**src/rtl/control_bypass_scoreboard_pkg.sv**
```systemverilog
// Shared constants for the EX-stage bypass/hazard scoreboard.
package control_bypass_scoreboard_pkg;

  localparam int unsigned DefRegAw   = 5;
  localparam int unsigned DefNumRegs = 32;

  typedef enum logic [1:0] {
    BypRf    = 2'b00,
    BypMemwb = 2'b01,
    BypExmem = 2'b10,
    BypFill  = 2'b11
  } byp_sel_e;

endpackage

```
**src/rtl/control_bypass_scoreboard_bypass_operand_sel.sv**
```systemverilog
// Per-operand forwarding select and stall contribution for one EX source operand.
module control_bypass_scoreboard_bypass_operand_sel
  import control_bypass_scoreboard_pkg::*;
#(
  parameter int unsigned REG_AW = DefRegAw
) (
  input  logic [REG_AW-1:0] rs,
  input  logic              used,
  input  logic [REG_AW-1:0] exmem_rd,
  input  logic              exmem_regwrite,
  input  logic              exmem_memread,
  input  logic [REG_AW-1:0] memwb_rd,
  input  logic              memwb_regwrite,
  input  logic              pend,
  input  logic              fill_match,
  output logic [1:0]        sel,
  output logic              stall_term
);

  logic live;
  logic ex_hit;
  logic wb_hit;
  logic load_use;

  always_comb begin
    live     = used && (rs != '0);
    ex_hit   = exmem_regwrite && (exmem_rd == rs) && (exmem_rd != '0);
    wb_hit   = memwb_regwrite && (memwb_rd == rs) && (memwb_rd != '0);
    load_use = exmem_memread && exmem_regwrite && (exmem_rd == rs);

    if (ex_hit) begin
      sel = BypExmem;
    end else if (wb_hit) begin
      sel = BypMemwb;
    end else if (fill_match && pend) begin
      sel = BypFill;
    end else begin
      sel = BypRf;
    end

    // A pending register is fine to read only when its refill lands this cycle.
    stall_term = live && (load_use || (pend && !fill_match));
  end

endmodule

```
**src/rtl/control_bypass_scoreboard.sv**
```systemverilog
// EX-stage bypass/hazard control with a scoreboard of outstanding miss loads.
module control_bypass_scoreboard
  import control_bypass_scoreboard_pkg::*;
#(
  parameter int unsigned NUM_SRC  = 2,
  parameter int unsigned REG_AW   = DefRegAw,
  parameter int unsigned NUM_REGS = DefNumRegs,
  parameter int unsigned MAX_PEND = 4,
  parameter int unsigned PERF_W   = 16
) (
  input  logic                            clock,
  input  logic                            reset,
  input  logic [NUM_SRC*REG_AW-1:0]       idex_rs,
  input  logic [NUM_SRC-1:0]              idex_rs_used,
  input  logic [REG_AW-1:0]               exmem_rd,
  input  logic                            exmem_regwrite,
  input  logic                            exmem_memread,
  input  logic [REG_AW-1:0]               memwb_rd,
  input  logic                            memwb_regwrite,
  input  logic                            ld_miss_valid,
  input  logic [REG_AW-1:0]               ld_miss_rd,
  input  logic                            fill_valid,
  input  logic [REG_AW-1:0]               fill_rd,
  output logic [2*NUM_SRC-1:0]            bypass_sel,
  output logic                            stall,
  output logic                            miss_ready,
  output logic [$clog2(MAX_PEND+1)-1:0]   pend_cnt,
  output logic                            fill_err,
  output logic [PERF_W-1:0]               stall_cycles
);

  localparam int unsigned CntW = $clog2(MAX_PEND + 1);

  logic [NUM_REGS-1:0] pending_q, pending_d;
  logic [CntW-1:0]     pend_cnt_q, pend_cnt_d;
  logic                fill_err_q, fill_err_d;
  logic [PERF_W-1:0]   stall_cycles_q, stall_cycles_d;
  logic [NUM_SRC-1:0]  stall_terms;
  logic                fill_hit;
  logic                miss_acc;
  logic                waw_block;

  for (genvar i = 0; i < NUM_SRC; i++) begin : g_opnd
    logic [REG_AW-1:0] rs;
    assign rs = idex_rs[i*REG_AW +: REG_AW];

    control_bypass_scoreboard_bypass_operand_sel #(
      .REG_AW(REG_AW)
    ) u_sel (
      .rs             (rs),
      .used           (idex_rs_used[i]),
      .exmem_rd       (exmem_rd),
      .exmem_regwrite (exmem_regwrite),
      .exmem_memread  (exmem_memread),
      .memwb_rd       (memwb_rd),
      .memwb_regwrite (memwb_regwrite),
      .pend           (pending_q[rs]),
      .fill_match     (fill_valid && (fill_rd == rs)),
      .sel            (bypass_sel[2*i +: 2]),
      .stall_term     (stall_terms[i])
    );
  end

  always_comb begin
    stall     = |stall_terms;
    fill_hit  = fill_valid && (fill_rd != '0) && pending_q[fill_rd];
    waw_block = (ld_miss_rd != '0) && pending_q[ld_miss_rd]
                && !(fill_valid && (fill_rd == ld_miss_rd));
    // A same-cycle accepted fill frees a slot, so a full scoreboard can still take the miss.
    miss_ready = ((pend_cnt_q < CntW'(MAX_PEND)) || fill_hit) && !waw_block;
    miss_acc   = ld_miss_valid && miss_ready && (ld_miss_rd != '0);

    pending_d = pending_q;
    if (fill_hit) pending_d[fill_rd] = 1'b0;
    if (miss_acc) pending_d[ld_miss_rd] = 1'b1;

    pend_cnt_d = pend_cnt_q;
    case ({miss_acc, fill_hit})
      2'b10:   pend_cnt_d = pend_cnt_q + CntW'(1);
      2'b01:   pend_cnt_d = pend_cnt_q - CntW'(1);
      default: pend_cnt_d = pend_cnt_q;
    endcase

    fill_err_d = fill_err_q || (fill_valid && !fill_hit);

    stall_cycles_d = stall_cycles_q;
    if (stall && (stall_cycles_q != '1)) stall_cycles_d = stall_cycles_q + PERF_W'(1);
  end

  always_ff @(posedge clock or posedge reset) begin
    if (reset) begin
      pending_q      <= '0;
      pend_cnt_q     <= '0;
      fill_err_q     <= 1'b0;
      stall_cycles_q <= '0;
    end else begin
      pending_q      <= pending_d;
      pend_cnt_q     <= pend_cnt_d;
      fill_err_q     <= fill_err_d;
      stall_cycles_q <= stall_cycles_d;
    end
  end

  assign pend_cnt     = pend_cnt_q;
  assign fill_err     = fill_err_q;
  assign stall_cycles = stall_cycles_q;

endmodule
```
**config.mk**
```make
export PLATFORM = sky130hd
export DESIGN_NAME = control_bypass_scoreboard
export DESIGN_NICKNAME = d
export VERILOG_FILES = /design/src/rtl/control_bypass_scoreboard_pkg.sv /design/src/rtl/control_bypass_scoreboard_bypass_operand_sel.sv /design/src/rtl/control_bypass_scoreboard.sv
export SDC_FILE = /design/constraint.sdc
export NUM_CORES = 1
export LEC_CHECK = 0
export BUFFER_PORTS_ARGS = -buffer_cell sky130_fd_sc_hd__buf_2
export CORE_UTILIZATION = 50
export DETAILED_ROUTE_END_ITERATION = 10
export PLACE_DENSITY = 0.72
export SLEW_MARGIN = 40
export SYNTH_ARGS = -nofsm -noshare
export SYNTH_HDL_FRONTEND = slang
export SYNTH_SLANG_ARGS = --single-unit
```
**constraint.sdc**
```tcl
create_clock -name clock -period 3.6 [get_ports clock]
set_input_delay 0.54 -clock clock [delete_from_list [all_inputs] [get_ports clock]]
set_output_delay 0.54 -clock clock [all_outputs]
set_load 0.05 [all_outputs]
```
Yosys cells after proc, flatten, opt, wreduce, memory -nomap -nowiden
Cells that the tools add are included.
- add/subtract/negate cells: 3
- $lt $le $gt $ge: 7
- equality and inequality tests: 10
- multiplexer cells: 21
- bitwise operators: 3
- reductions and logical operators: 50
- operators by type and width (cell ; count):
    2-to-1 mux 32 bit ; 2
    == test 5 bit ; 7
    logical AND 1 bit ; 33
    AND 32 bit ; 1
    inverter 32 bit ; 1
    OR 32 bit ; 1
    nonzero test 5 bit ; 6
    less-than comparator 5 x 6 -> 1 bit, second input constant ; 4
    binary-select mux 1 bit (select 5 bit) ; 4
    adder 16 x 1 -> 16 bit, second input constant ; 1
    != test 16 bit, second input constant ; 1
    2-to-1 mux 2 bit ; 6
    demux 1 bit (select 5 bit) ; 2
    greater-or-equal comparator 5 x 1 -> 1 bit, second input constant ; 2
    2-to-1 mux 1 bit ; 6
    case mux 3 bit (2 select lines) ; 1
    logical NOT 1 bit ; 5
    logical OR 1 bit ; 4
    adder 3 x 1 -> 3 bit, second input constant ; 1
    less-than comparator 3 bit, second input constant ; 1
    subtractor 3 x 1 -> 3 bit, second input constant ; 1
    == test 2 x 1 -> 1 bit, second input constant ; 1
    == test 2 bit, second input constant ; 1
    nonzero test 2 bit ; 1
    OR reduction 2 bit ; 1
- flip-flop bits (word level): 52
- word-level logic and storage cells: 98

Depth between registers and ports, before layout
- depth after elaboration: 10
- gate-level depth with buffers: 15
- gate-level depth less buffers: 13

Hierarchy
A second synthesis with hierarchy kept.
- cell total of the unflattened synthesis: 402
- area, all modules: 4297.9 sq um
- modules (own cells, without submodules) (module ; instances ; cells an instance ; area each (sq um)):
    control_bypass_scoreboard ; 1 ; 346 ; 3902.5
    control_bypass_scoreboard_bypass_operand_sel ; 2 ; 28 ; 197.7

Least setup slack after synthesis
Ideal clock, no wire load.
- kind: input-to-reg
- start point: input port fill_rd[0]
- end point: register pend_cnt_q[2], in the netlist pend_cnt[2]
- setup time: 0.080 ns
- data arrival time: 3.389 ns
- path slack: 0.131 ns
- stages: 15
- buffers on the path: 2
- cell sequence: buf_6 buf_8 mux4_2 a22oi_1 o2111ai_1 and2_4 a21boi_4 o32a_4 o311ai_0 ha_1 inv_1 fa_1 xor2_1 nor2_1 xnor2_1
- cells in the longest elaborated chain, start to end: 10
- elaborated cells between the ends (all ways): 18
- classes of those cells: 3 x eq/ne; 3 x mux; 12 x reduce/logical
- RTL lines (what ; RTL line ; text):
    start: declaration ; control_bypass_scoreboard.sv:23 ; input logic [REG_AW-1:0] fill_rd,
    parallel branches: the longest is 5 deep, another holds binary-select mux 1 bit (select 5 bit) ; - ;
    logical AND 1 bit * ; control_bypass_scoreboard.sv:70 ; miss_ready = ((pend_cnt_q < CntW'(MAX_PEND)) || fill_hit) && !waw_block;
    net miss_ready ; control_bypass_scoreboard.sv:26 ; output logic miss_ready,
    logical AND 1 bit * (2 in series) ; control_bypass_scoreboard.sv:71 ; miss_acc = ld_miss_valid && miss_ready && (ld_miss_rd != '0);
    == test 2 x 1 -> 1 bit / == test 2 bit (equally long branches) ; control_bypass_scoreboard.sv:78 ; case ({miss_acc, fill_hit})
    case mux 3 bit (2 select lines) / nonzero test 2 bit (equally long branches) ; - ;
    end signal: assignment ; control_bypass_scoreboard.sv:98 ; pend_cnt_q <= pend_cnt_d;
    end: declaration ; control_bypass_scoreboard.sv:35 ; logic [CntW-1:0] pend_cnt_q, pend_cnt_d;
Mark *: on every way through the listed nets, which the timed path passes. The select of a mux whose other input is x is not followed.
A chain may end at the register's enable or synchronous reset.

Worst setup path in the final report
- start point: input port fill_rd[0]
- end point: register pend_cnt_q[2], in the netlist pend_cnt[2]
- cells in the longest elaborated chain, start to end: 10
- elaborated cells between the ends (all ways): 18
- classes of those cells: 3 x eq/ne; 3 x mux; 12 x reduce/logical
- RTL lines (what):
    parallel branches: the longest is 10 deep, another holds binary-select mux 1 bit (select 5 bit)
Several ways; the timed one is not identified. The select of a mux whose other input is x is not followed.

==> results.cfg <==
[place]
portBuffers = 64
gp_congestion = 0.918
placedInstanceArea_um2 = 4570
preCtsSetupSlack_ps = -11.6
hpwl_mm = 8.16

[synthesis]
yosys.area.top_type = dfrtp_1
synth_edf_count = 0
ys_ff_latch = 52
synth_flop_cell = dfrtp_1
synth_commonest_cells = dfrtp_1, xnor2_1, nand2_1, o21ai_0, mux4_2
syn_area_um2 = 4210
yosys.cell_count.top_type = dfrtp_1
synth_area_leaders = dfrtp_1, mux4_2, xnor2_1
netlist.area_leader.share_pct = 30.9
synthCells = 424
avgSynthCellArea_um2 = 9.92
ys_seq_area_share_pct = 30.9
syn_nets = 466
synthArstFlopShare_pct = 100
ys.warnings.count = 0
yosysUniqueCellTypes = 60

[clock_network]
insertion_delay_ps = 320
clock_path_buffers = 2
clk_pin_slew_ps = 90
cts_made_buffers = 5
cts_setup_buffers = 0
post_cts_resized = 0
clock-sinks = 52
htree_levels = 2
tritoncts = done
ctsHoldBuffers = 0
cts-root-buf = clkbuf_8

[detailed_routing]
vias = 3692
drtPass1Iterations = 5
drc = 0
antenna_left = 0
avgViaCountPerCell = 6.37
wire_per_inst_um = 19.3
routed_wl_mm = 11.2
drt_iter0_markers = 473

[floorplan]
rows = 33
chipHeight_um = 93.7
fp.dieW_um = 93.7
dieArea_um2 = 8780
initial_core_util_pct = 51.4
coreArea_um2 = 8180
ioPinCount = 65

[worst_setup_path]
reg2reg_depth = 13
start_kind = input pin
cp_max_fo = 10
crit_chain = buf_2 -> mux4_2 -> a22oi_1 -> o2111ai_1 -> and2_4 -> a21boi_4 -> o32a_4 -> o311ai_0 -> ha_1 -> inv_1 -> fa_1 -> xor2_1 -> nor2_1 -> xnor2_1
cpMaxStageDelayCell = mux4_2
required_ps = 3850
crit_path_max_incr_delay_ps = 540
reg2reg_slack_ps = 430
cp_num_buf_inv = 2
reg2reg_to = pend_cnt[2]$_DFFE_PP0P_
crit_arrival_ps = 3520
criticalPathCategory = input pin to flip-flop
rr_startpoint = pending_q[24]$_DFF_PP0_
path_delay_family = compound AO/OA/AOI/OAI gates
cp-end-kind = flip-flop

[timing]
period_needed_ps = 3280
setup_viol_count_final = 0
maxSlewViolCount = 0
grt_setup_unrepaired = false
period_share_pct = 91.1
clock.fmax_mhz = 305
hold_viol = 0
maxSlewHeadroom_pct = 56.4
fin_skew_ps = 5.06
setup_ws_ps = 322
tightestPinTransition_ps = 654

[hold_path]
hold_class = input pin to asynchronous set/reset pin

[run]
drv_cap = 0

[grt]
antenna_found_initial = 0
grt_max_degree = 53
grt_pass1_wl_mm = 17.9
grt_pass1_vias = 3540
grt-ovfl-total = 0
grt_use_total_pct = 26.7

[layout]
final_cell_area_um2 = 4700
fin_util_pct = 57.5
layout-drive-gt1-share_pct = 29.7
area_growth_pct = 11.7
n_antenna_cell = 0
nNetsFinal = 517

[power_and_ir_drop]
powerDensity_nw_per_um2 = 328
p_leak_nw = 1.96
total_power_mw = 1.54
ir_drop_mv = 0.182

[run_status]
status = finished clean
worst max-delay path by stage:
stage                     startpoint                 endpoint  slack, ps  cells past startpoint
after floorplan           fill_rd[0]  pend_cnt[2]$_DFFE_PP0P_        130                     15
after global placement    fill_rd[0]  pend_cnt[2]$_DFFE_PP0P_         50                     14
after detailed placement  fill_rd[0]  pend_cnt[2]$_DFFE_PP0P_        -10                     14
after CTS                 fill_rd[0]  pend_cnt[2]$_DFFE_PP0P_        300                     14
after global routing      fill_rd[0]  pend_cnt[2]$_DFFE_PP0P_        160                     14
final                     fill_rd[0]  pend_cnt[2]$_DFFE_PP0P_        320                     14
sequential cells by signal, summed over array words and instances (netlist names):
name,flops
fill_err,1
pend_cnt,3
pending_q,32
stall_cycles,16
layout make-up:
cell class                 instances  area [um^2]
clock buffer                       5         68.8
clock inverter                     2         60.1
fill                             733         3480
inverter                          12         47.5
multi-input combinational        330         2690
sequential                        52         1300
tap                              105          131
timing repair buffer              74          395
cells by family after synthesis:
group,Yosys count,share of synthesized area [%]
compound gates,88,13.9
xor+xnor,51,10.6
fa+ha+maj,3,1.07
buf+inv,42,5.03
flops,52,30.9
mux,41,17.9
simple gates,147,20.5
layer usage:
metal | part of all wire (%) | GRT usage (%) | up-vias
met5 | 0 | 0 | -
met4 | 2.1 | 10.1 | 0
met3 | 8.5 | 3.96 | 29
met2 | 48 | 42.3 | 206
met1 | 42 | 36.8 | 1788
li1 | - | - | 1669
layout by cell type, fill, tap and decap left out, types with 2 or more instances in the layout:
| master | Yosys | routed |
|---|---|---|
| buf_2 | 6 | 64 |
| dfrtp_1 | 52 | 52 |
| xnor2_1 | 38 | 38 |
| nand2_1 | 33 | 33 |
| o21ai_0 | 33 | 33 |
| mux4_2 | 27 | 27 |
| nand3_1 | 20 | 20 |
| nor2_1 | 18 | 18 |
| o21ai_1 | 16 | 16 |
| xor2_1 | 13 | 13 |
| nand4_1 | 11 | 11 |
| inv_1 | 12 | 11 |
| and3_1 | 10 | 10 |
| buf_4 | 5 | 10 |
| nor3_1 | 9 | 9 |
| mux2i_1 | 9 | 9 |
| nand3b_1 | 8 | 8 |
| o21ai_2 | 8 | 8 |
| nand2b_1 | 7 | 7 |
| a21oi_1 | 6 | 6 |
| mux2_2 | 5 | 5 |
| or4_1 | 5 | 5 |
| clkbuf_8 | 0 | 5 |
| o22ai_1 | 4 | 4 |
| or3b_2 | 4 | 4 |
| or3_1 | 3 | 3 |
| nor2b_1 | 3 | 3 |
| a31o_2 | 3 | 3 |
| and3b_1 | 3 | 3 |
| a22oi_1 | 3 | 3 |
| o211ai_1 | 2 | 2 |
| o2111ai_1 | 2 | 2 |
| nor3b_1 | 2 | 2 |
| nand4b_4 | 2 | 2 |
| ha_1 | 2 | 2 |
| bufinv_16 | 0 | 2 |
power breakdown:
group | switching (mW) | total (mW) | internal (mW) | leakage (nW)
sequential | 0.0341 | 0.648 | 0.614 | 0.707
clock | 0.199 | 0.473 | 0.274 | 0.0642
combinational | 0.280 | 0.418 | 0.138 | 1.19
metrics by stage:
stage | setup TNS [ps] | std cells | hold WS [ps]
5_1_grt | 0 | 580 | 369
3_3_place_gp | 0 | 573 | 471
3_5_place_dp | -11.6 | 573 | 472
4_1_cts | 0 | 580 | 336
6_report | 0 | 580 | 311
2_1_floorplan | 0 | 424 | 478
(Power assumes the default switching activity.)
